[src/rtl/multicycle_control_unit.sv]
// Multi-cycle CPU control unit.
// Runs each instruction through IF/ID/EXE/MEM/WB, drives the datapath
// control signals, gates the PC and IR writes, counts retired
// instructions, and parks in a HALT state until the next reset.
//
// Ports:
//   CLK        system clock, rising edge
//   Reset      synchronous active-high reset
//   OpCode     opcode field from the instruction register
//   zero/sign  ALU status flags (result == 0, result MSB)
//   PCWre      PC write enable
//   IRWre      instruction register write enable
//   InsMemRW   instruction memory read (1 = read)
//   ALUSrcA    1 = shift amount, 0 = rs
//   ALUSrcB    1 = extended immediate, 0 = rt
//   DBDataSrc  1 = data memory, 0 = ALU result
//   RegWre     register file write enable
//   RD / WR    data memory read / write strobes, active low
//   ExtSel     1 = sign-extend, 0 = zero-extend
//   RegDst     1 = rd, 0 = rt
//   PCSrc      00 = PC+4, 01 = branch target, 10 = jump target
//   ALUOp      ALU function select
//   state      current FSM state (debug)
//   halted     FSM is in HALT
//   retired    retired-instruction count (wraps)
//
// state    | code | meaning
// IF       | 000  | fetch, IR written
// ID       | 001  | decode; last state of j / NOP
// EXE_LS   | 010  | address calculation for lw / sw
// MEM      | 011  | data memory access
// WB_LD    | 100  | load write-back
// EXE_BR   | 101  | branch compare and PC update
// EXE_AL   | 110  | ALU execute
// WB_AL    | 111  | ALU write-back
// HALT     | 001  | ID code with halted = 1, held until reset

module multicycle_control_unit #(
  parameter int OP_W    = 6,
  parameter int ALUOP_W = 3,
  parameter int CNT_W   = 32
) (
  input  logic               CLK,
  input  logic               Reset,
  input  logic [OP_W-1:0]    OpCode,
  input  logic               zero,
  input  logic               sign,
  output logic               PCWre,
  output logic               IRWre,
  output logic               InsMemRW,
  output logic               ALUSrcA,
  output logic               ALUSrcB,
  output logic               DBDataSrc,
  output logic               RegWre,
  output logic               RD,
  output logic               WR,
  output logic               ExtSel,
  output logic               RegDst,
  output logic [1:0]         PCSrc,
  output logic [ALUOP_W-1:0] ALUOp,
  output logic [2:0]         state,
  output logic               halted,
  output logic [CNT_W-1:0]   retired
);

  localparam logic [OP_W-1:0] OP_ADD  = OP_W'(6'b000000);
  localparam logic [OP_W-1:0] OP_SUB  = OP_W'(6'b000001);
  localparam logic [OP_W-1:0] OP_AND  = OP_W'(6'b010001);
  localparam logic [OP_W-1:0] OP_OR   = OP_W'(6'b010011);
  localparam logic [OP_W-1:0] OP_SLL  = OP_W'(6'b011000);
  localparam logic [OP_W-1:0] OP_ADDI = OP_W'(6'b000010);
  localparam logic [OP_W-1:0] OP_ORI  = OP_W'(6'b010000);
  localparam logic [OP_W-1:0] OP_ANDI = OP_W'(6'b010010);
  localparam logic [OP_W-1:0] OP_SLTI = OP_W'(6'b011100);
  localparam logic [OP_W-1:0] OP_SW   = OP_W'(6'b100110);
  localparam logic [OP_W-1:0] OP_LW   = OP_W'(6'b100111);
  localparam logic [OP_W-1:0] OP_BEQ  = OP_W'(6'b110000);
  localparam logic [OP_W-1:0] OP_BNE  = OP_W'(6'b110001);
  localparam logic [OP_W-1:0] OP_BLTZ = OP_W'(6'b110010);
  localparam logic [OP_W-1:0] OP_J    = OP_W'(6'b111000);
  localparam logic [OP_W-1:0] OP_HALT = OP_W'(6'b111111);

  localparam logic [ALUOP_W-1:0] ALU_ADD = ALUOP_W'(3'd0);
  localparam logic [ALUOP_W-1:0] ALU_SUB = ALUOP_W'(3'd1);
  localparam logic [ALUOP_W-1:0] ALU_SLL = ALUOP_W'(3'd2);
  localparam logic [ALUOP_W-1:0] ALU_OR  = ALUOP_W'(3'd3);
  localparam logic [ALUOP_W-1:0] ALU_AND = ALUOP_W'(3'd4);
  localparam logic [ALUOP_W-1:0] ALU_SLT = ALUOP_W'(3'd5);

  typedef enum logic [2:0] {
    S_IF     = 3'b000,
    S_ID     = 3'b001,
    S_EXE_LS = 3'b010,
    S_MEM    = 3'b011,
    S_WB_LD  = 3'b100,
    S_EXE_BR = 3'b101,
    S_EXE_AL = 3'b110,
    S_WB_AL  = 3'b111
  } state_t;

  typedef enum logic [2:0] {
    C_NOP,
    C_RALU,
    C_IALU,
    C_LW,
    C_SW,
    C_BR,
    C_J,
    C_HALT
  } class_t;

  state_t state_q, state_d;
  logic   halted_q, halted_d;

  class_t              cls;
  logic [ALUOP_W-1:0]  dec_alu_op;
  logic                dec_src_a;
  logic                dec_src_b;
  logic                dec_ext_sel;
  logic                dec_reg_dst;
  logic                dec_db_src;
  logic                br_taken;
  logic                sel_active;

  // Instruction decode: class plus the selects held from ID onward.
  always_comb begin
    cls         = C_NOP;
    dec_alu_op  = ALU_ADD;
    dec_src_a   = 1'b0;
    dec_src_b   = 1'b0;
    dec_ext_sel = 1'b1;
    dec_reg_dst = 1'b0;
    dec_db_src  = 1'b0;
    br_taken    = 1'b0;
    case (OpCode)
      OP_ADD:  begin cls = C_RALU; dec_alu_op = ALU_ADD; end
      OP_SUB:  begin cls = C_RALU; dec_alu_op = ALU_SUB; end
      OP_AND:  begin cls = C_RALU; dec_alu_op = ALU_AND; end
      OP_OR:   begin cls = C_RALU; dec_alu_op = ALU_OR;  end
      OP_SLL:  begin cls = C_RALU; dec_alu_op = ALU_SLL; dec_src_a = 1'b1; end
      OP_ADDI: begin cls = C_IALU; dec_alu_op = ALU_ADD; end
      OP_ORI:  begin cls = C_IALU; dec_alu_op = ALU_OR;  dec_ext_sel = 1'b0; end
      OP_ANDI: begin cls = C_IALU; dec_alu_op = ALU_AND; dec_ext_sel = 1'b0; end
      OP_SLTI: begin cls = C_IALU; dec_alu_op = ALU_SLT; end
      OP_SW:   begin cls = C_SW;   dec_alu_op = ALU_ADD; end
      OP_LW:   begin cls = C_LW;   dec_alu_op = ALU_ADD; dec_db_src = 1'b1; end
      OP_BEQ:  begin cls = C_BR;   dec_alu_op = ALU_SUB; br_taken = zero;  end
      OP_BNE:  begin cls = C_BR;   dec_alu_op = ALU_SUB; br_taken = !zero; end
      OP_BLTZ: begin cls = C_BR;   dec_alu_op = ALU_SUB; br_taken = sign;  end
      OP_J:    cls = C_J;
      OP_HALT: cls = C_HALT;
      default: cls = C_NOP;
    endcase
    if (cls == C_IALU || cls == C_LW || cls == C_SW) begin
      dec_src_b = 1'b1;
    end
    if (cls == C_RALU) begin
      dec_reg_dst = 1'b1;
    end
  end

  // Next state. HALT reuses the ID code, so it is tracked by halted_q.
  always_comb begin
    state_d  = state_q;
    halted_d = halted_q;
    if (!halted_q) begin
      case (state_q)
        S_IF: state_d = S_ID;
        S_ID: begin
          case (cls)
            C_RALU, C_IALU: state_d = S_EXE_AL;
            C_BR:           state_d = S_EXE_BR;
            C_LW, C_SW:     state_d = S_EXE_LS;
            C_HALT:         halted_d = 1'b1;
            default:        state_d = S_IF;
          endcase
        end
        S_EXE_AL: state_d = S_WB_AL;
        S_WB_AL:  state_d = S_IF;
        S_EXE_BR: state_d = S_IF;
        S_EXE_LS: state_d = S_MEM;
        S_MEM:    state_d = (cls == C_LW) ? S_WB_LD : S_IF;
        S_WB_LD:  state_d = S_IF;
        default:  state_d = S_IF;
      endcase
    end
  end

  // Mux selects and ALUOp are live for the whole instruction after IF,
  // and forced quiet while halted.
  assign sel_active = !halted_q && (state_q != S_IF);

  always_comb begin
    PCWre     = 1'b0;
    IRWre     = 1'b0;
    InsMemRW  = 1'b0;
    ALUSrcA   = 1'b0;
    ALUSrcB   = 1'b0;
    DBDataSrc = 1'b0;
    RegWre    = 1'b0;
    RD        = 1'b1;
    WR        = 1'b1;
    ExtSel    = 1'b0;
    RegDst    = 1'b0;
    PCSrc     = 2'b00;
    ALUOp     = ALU_ADD;
    if (sel_active) begin
      ALUOp     = dec_alu_op;
      ALUSrcA   = dec_src_a;
      ALUSrcB   = dec_src_b;
      ExtSel    = dec_ext_sel;
      RegDst    = dec_reg_dst;
      DBDataSrc = dec_db_src;
    end
    if (!halted_q) begin
      case (state_q)
        S_IF: begin
          IRWre    = 1'b1;
          InsMemRW = 1'b1;
        end
        S_ID: begin
          if (cls == C_J) begin
            PCWre = 1'b1;
            PCSrc = 2'b10;
          end else if (cls == C_NOP) begin
            PCWre = 1'b1;
          end
        end
        S_EXE_BR: begin
          PCWre = 1'b1;
          if (br_taken) begin
            PCSrc = 2'b01;
          end
        end
        S_MEM: begin
          if (cls == C_LW) begin
            RD = 1'b0;
          end else begin
            WR    = 1'b0;
            PCWre = 1'b1;
          end
        end
        S_WB_AL, S_WB_LD: begin
          RegWre = 1'b1;
          PCWre  = 1'b1;
        end
        default: ;
      endcase
    end
  end

  always_ff @(posedge CLK) begin
    if (Reset) begin
      state_q  <= S_IF;
      halted_q <= 1'b0;
      retired  <= '0;
    end else begin
      state_q  <= state_d;
      halted_q <= halted_d;
      // PCWre marks the final cycle of an instruction.
      retired  <= retired + CNT_W'(PCWre);
    end
  end

  assign state  = state_q;
  assign halted = halted_q;

endmodule

[config.mk]
export PLATFORM = sky130hd
export DESIGN_NAME = multicycle_control_unit
export DESIGN_NICKNAME = d
export VERILOG_FILES = /design/src/rtl/multicycle_control_unit.sv
export SDC_FILE = /design/constraint.sdc
export NUM_CORES = 1
export LEC_CHECK = 0
export CELL_PAD_IN_SITES_DETAIL_PLACEMENT = 1
export CELL_PAD_IN_SITES_GLOBAL_PLACEMENT = 1
export CORE_AREA = 4 4 83 85
export DETAILED_ROUTE_END_ITERATION = 8
export DIE_AREA = 0 0 87 89
export PLACE_DENSITY_LB_ADDON = 0.1
export RECOVER_POWER = 100
export SLEW_MARGIN = 20
export SYNTH_ARGS = -nofsm -noshare
export SYNTH_HDL_FRONTEND = slang
export SYNTH_SLANG_ARGS = --single-unit
[constraint.sdc]
create_clock -name CLK -period 4.8 [get_ports CLK]
set_input_delay 0.48 -clock CLK [delete_from_list [all_inputs] [get_ports CLK]]
set_output_delay 0.48 -clock CLK [all_outputs]
set_load 0.01 [all_outputs]
==> results.ini, run 1 <==
[critical_path]
crit_slowest_cell=dlygate4sd3_1
setup.worst_path.start_class=primary input
endpoint_kind=flip-flop
cpPeakStageDelay_ns=0.84
path_max_fanout=12
crit_type=in2reg
crit_chain=dlygate4sd3_1, and2_0, o21ai_0, a2111oi_0, o21ai_0, a21oi_1, ha_1, nand4_1, nor4_4, nand4_1, xnor2_1, nor2b_1
cp.required_ns=4.97
regToRegSetupSlack_ns=1.62
cp_data_arrival_time_ns=4.23

[yosys]
synth_top_cell_area_share_pct=32.3
syn_area_per_cell_sq_um=8.03
yosys_warnings=0
yosysSeqAreaShare_pct=32.3
syn_inst=278
synth-seq-cells=36
synth_nets=290
synth_edf_count=0
syn_area_sq_um=2230
yosys.area.top_type=dfxtp_1
synth_most_common_cell=nor2_1
synthArstFlopShare_pct=0
synth_cell_types=54
synth_area_leaders=dfxtp_1 32%, xor2_1 9.0%, nor2_1 7.4%
synth_flop_cell=dfxtp_1
synth_common_cells=44 x nor2_1, 36 x dfxtp_1, 23 x xor2_1, 17 x nand3_1

[power]
power.density_nw_per_um2=209
p_leak_nw=1.18
max-vdd-ir-drop_uv=108
total_power_mw=0.617

[grt]
grt-ovfl-total=0
grt_antenna_before_repair=0
grt_max_degree=38
grtUsageTotal_pct=16.9
grt_pass1_wl_um=10700
grt_pass1_vias=2229

[routing]
drt_first_pass_iters=4
wirelength_um=6190
dr.first_iter.drc_count=45
drc=0
vias=2167
wl_per_cell_um=15.0
ant_nets=0
viasPerCell=5.26

[final_layout]
final_layout_size_suffix_gt1_share_pct=8.36
fillers=764
diodes=0
multiInputGateArea_sq_um=1350
seq_area_sq_um=721
areaGrowthSynthToFinish_pct=32.0
nets=346

[clock_tree]
htreeDepth=2
hold_buffers=0
cts_buffers=5
clock_latency_ns=0.29
post_cts_buffers=0
post_cts_resized=0
cts_tree=built
cts_buffer_depth=2
root_buffer=clkbuf_8
cts.sinks=36
path_clk_slew_ns=0.07

[floorplanning]
initial_utilization_pct=36.0
pin_count=62
die_h_um=89
core-area_sq_um=6200
die_x_um=87
dieArea_sq_um=7740
rows=29

[timing]
worstMarginPinSlew_ns=1.02
setup_viol=0
hold_viol=0
finalClockSkew_ns=0.00713
tns_ns=0
max_freq_mhz=246
fin_crit_ns=4.06
finalWorstSetupSlack_ns=0.740
maxSlewViolCount=0
finalCritPeriodShare_pct=84.6
rsz0062_at_grt=false
slew_headroom_pct=30.5

[run_status]
outcome=finished, final reports clean

[job]
cap_violations=0

[placed_design]
dpl_worst_slack_ns=0.661
hpwlAfterDp_um=4540
place.gp.congestion=0.820
port_buffers=61

[worst_hold_path]
hp-class=reg2reg

per-stage QoR:
| stage | instances | instance area, sq um | hold WS [ns] | util [%] |
|---|---|---|---|---|
| 2_1_floorplan | 278 | 2230 | 0.526 | - |
| 5_1_grt | 412 | 2950 | 0.584 | 47.5 |
| 3_3_place_gp | 404 | 2890 | 0.515 | 46.6 |
| 4_1_cts | 412 | 2980 | 0.542 | 48.0 |
| 6_report | 412 | 2950 | 0.531 | 47.5 |
| 3_5_place_dp | 404 | 2890 | 0.520 | 46.6 |
power breakdown:
part           total (mW)  internal, mW  leakage (nW)  switching, mW
combinational      0.0945        0.0421         0.842         0.0524
clock               0.214         0.101        0.0479          0.113
sequential          0.308         0.302         0.291        0.00600
flip-flops by register name (all words and copies together) (netlist names):
| name | cells |
|---|---|
| retired | 32 |
| state | 3 |
| halted | 1 |
layout by cell type, fill, tap and decap left out, types with 3 or more instances in the layout:
cell             count
a21oi_1             15
and3_1               5
and4_1               5
buf_4                5
clkbuf_8             5
clkdlybuf4s50_1      8
dfxtp_1             36
dlygate4sd3_1       53
inv_1                9
nand2_1             15
nand2b_1             3
nand3_1             17
nand4_1             11
nor2_1              44
nor2b_1              3
nor3_1               9
nor4_1               3
o21ai_0             10
or2_2                3
xnor2_1              9
xor2_1              23
routing by layer:
layer,share of wire [%],up-vias,track usage [%]
met1,47,1034,22.9
li1,-,1086,-
met5,0,-,0
met2,48,43,27.8
met3,4.6,4,3.87
met4,0.65,0,3.40
worst paths after layout:
kind	from	end	depth (start not counted)
max	OpCode[0]	retired[31]	12
min reg2reg	retired[29]	retired[29]	2
max reg2reg	state[0]	retired[31]	10
min	retired[29]	retired[29]	2
cell type report:
type | count | area share (%)
Clock buffer | 5 | 2.33
Clock inverter | 3 | 0.637
Inverter | 10 | 1.27
Multi-Input combinational cell | 214 | 45.9
Sequential cell | 36 | 24.4
Tap cell | 77 | 3.27
Timing Repair Buffer | 67 | 22.1
critical path, delay by kind of cell:
| kind | cells | cell delay, ns |
|---|---|---|
| simple gates | 5 | 1.60 |
| xor+xnor | 1 | 0.16 |
| compound gates | 4 | 0.90 |
| buf+inv | 1 | 0.84 |
| fa+ha+maj | 1 | 0.23 |
kinds of logic (layout without fill, tap and decap cells):
family,count (synthesis),in the layout,synth area share [%]
simple gates,136,136,33.8
compound gates,42,42,13.4
flops,36,36,32.3
xor+xnor,32,32,12.5
buf+inv,28,85,5.88
fa+ha+maj,3,3,1.57
mux,1,1,0.448
Note: power is estimated with default switching activity, not from simulation.
==> run 2, diff against run 1 <==
CORE_AREA = 4 4 90 92   (was 4 4 83 85)
DIE_AREA = 0 0 94 96   (was 0 0 87 89)
clock period = 3.6 ns   (was 4.8 ns; I/O delays follow)
==> results.ini, run 2 (synthesis results as in run 1) <==
[final_layout]
fin_cells=449
nets=362
areaGrowthSynthToFinish_pct=38.4
largest_reg_flops=32
layout_common_cells=50 x dlygate4sd3_1, 44 x nor2_1, 36 x dfxtp_1
diodes=0
final_area_sq_um=3090
top_register=retired
final_common_cell=dlygate4sd3_1
final_layout_size_suffix_gt1_share_pct=11.4
final_util_pct=42.8

[critical_path]
regToRegSetupSlack_ns=0.67
setup.worst_path.start_class=primary input
path_common_cell=dlygate4sd3_1
cp_data_arrival_time_ns=2.96
rr_startpoint=state[0]
cp.required_ns=3.24
path_max_fanout=14
rr_worst_depth=12
crit_slowest_cell=dlygate4sd3_1
r2r-end=retired[25]
crit_type=in2out
crit_chain=dlygate4sd3_1, clkbuf_4, clkbuf_1, inv_1, o32ai_1, a21oi_1, nor2_1, dlygate4sd3_1
cpPeakStageDelay_ns=0.61
endpoint_kind=output pin

[clock_tree]
post_cts_buffers=0
post_cts_resized=0
clock_latency_ns=0.29
cts_buffer_depth=2
htreeDepth=2
cts_buffers=5
cts.sinks=36
cts_tree=built
path_clk_slew_ns=0.07
root_buffer=clkbuf_8
hold_buffers=0

[routing]
wirelength_um=6610
drt_first_pass_iters=4
drc=0
wl_per_cell_um=14.7
viasPerCell=5.00
ant_nets=0
vias=2245
dr.first_iter.drc_count=50

[placed_design]
place_inst=442
port_buffers=61
dpl_worst_slack_ns=0.0150
placed_cell_area_sq_um=3050
hpwlAfterDp_um=5080
place.gp.congestion=0.860

[floorplanning]
die_x_um=94
die_h_um=96
pin_count=62
core-area_sq_um=7210
dieArea_sq_um=9020
initial_utilization_pct=31.0
rows=31

[grt]
grtUsageTotal_pct=15.7
gr-usage-met2_pct=25.4
grt_antenna_before_repair=0
top_usage_layer=met2
grt_max_degree=21
grt_pass1_vias=2265
grt-ovfl-total=0
met1_usage_pct=21.2
use_met3_pct=2.97
grt_pass1_wl_um=11200

[timing]
finalWorstSetupSlack_ns=0.279
maxSlewViolCount=0
worstMarginPinSlew_ns=1.03
fin_crit_ns=3.32
setup_viol=0
max_freq_mhz=301
hold_viol=0
finalClockSkew_ns=0.00646
rsz0062_at_grt=false
finalCritPeriodShare_pct=92.2
hold_ws_ns=0.539
tns_ns=0
slew_headroom_pct=29.8

[worst_hold_path]
hp-start=retired[6]
min_to=retired[6]
whs_path_depth=2
hp-class=reg2reg

[power]
total_power_mw=0.825
max-vdd-ir-drop_uv=135
p_leak_nw=1.25
power.density_nw_per_um2=267

[job]
cap_violations=0

[run_status]
outcome=finished, final reports clean

## run 2: changes by cell type in the layout (fill, tap and decap cells not counted), sizes merged
cell and change:
buf +12, clkbuf +5, clkdlybuf4s50 +3, dlygate4sd3 -3, clkinv -2
## run 2: how the worst max path moves through the flow
| stage | start | endpoint |
|---|---|---|
| after floorplan | OpCode[5] | retired[24] |
| after global placement | OpCode[4] | retired[26] |
| after detailed placement | OpCode[5] | retired[20] |
| after CTS | OpCode[4] | retired[20] |
| after global routing | OpCode[5] | retired[25] |
| final | OpCode[0] | ALUOp[0] |
## run 2: layout make-up
type	instances	area, sq um
fillers	903	4120
multi-input cells	214	1360
repair buffers	83	774
flip-flops and latches	36	721
well taps	99	124
clock buffers	6	72.6
inverters	10	37.5
clock inverters	1	5.00
## run 2: where the power goes
part           switching [mW]  internal (mW)
Combinational          0.0738         0.0663
Clock                   0.142          0.132
Sequential            0.00759          0.403
Total                   0.224          0.601
## run 2: worst max-delay path, delay by kind of cell
kind	cells	cell delay [ns]
and+or+nand+nor	1	0.09
AOI/OAI and AO/OA	2	0.42
buffers and inverters	5	2.09
## run 2: metal layers
metal / wire (um) / share of wire (%)
met4: 80 / 1.2
met5: 0 / 0
met2: 3100 / 47
met3: 238 / 3.6
met1: 3190 / 48
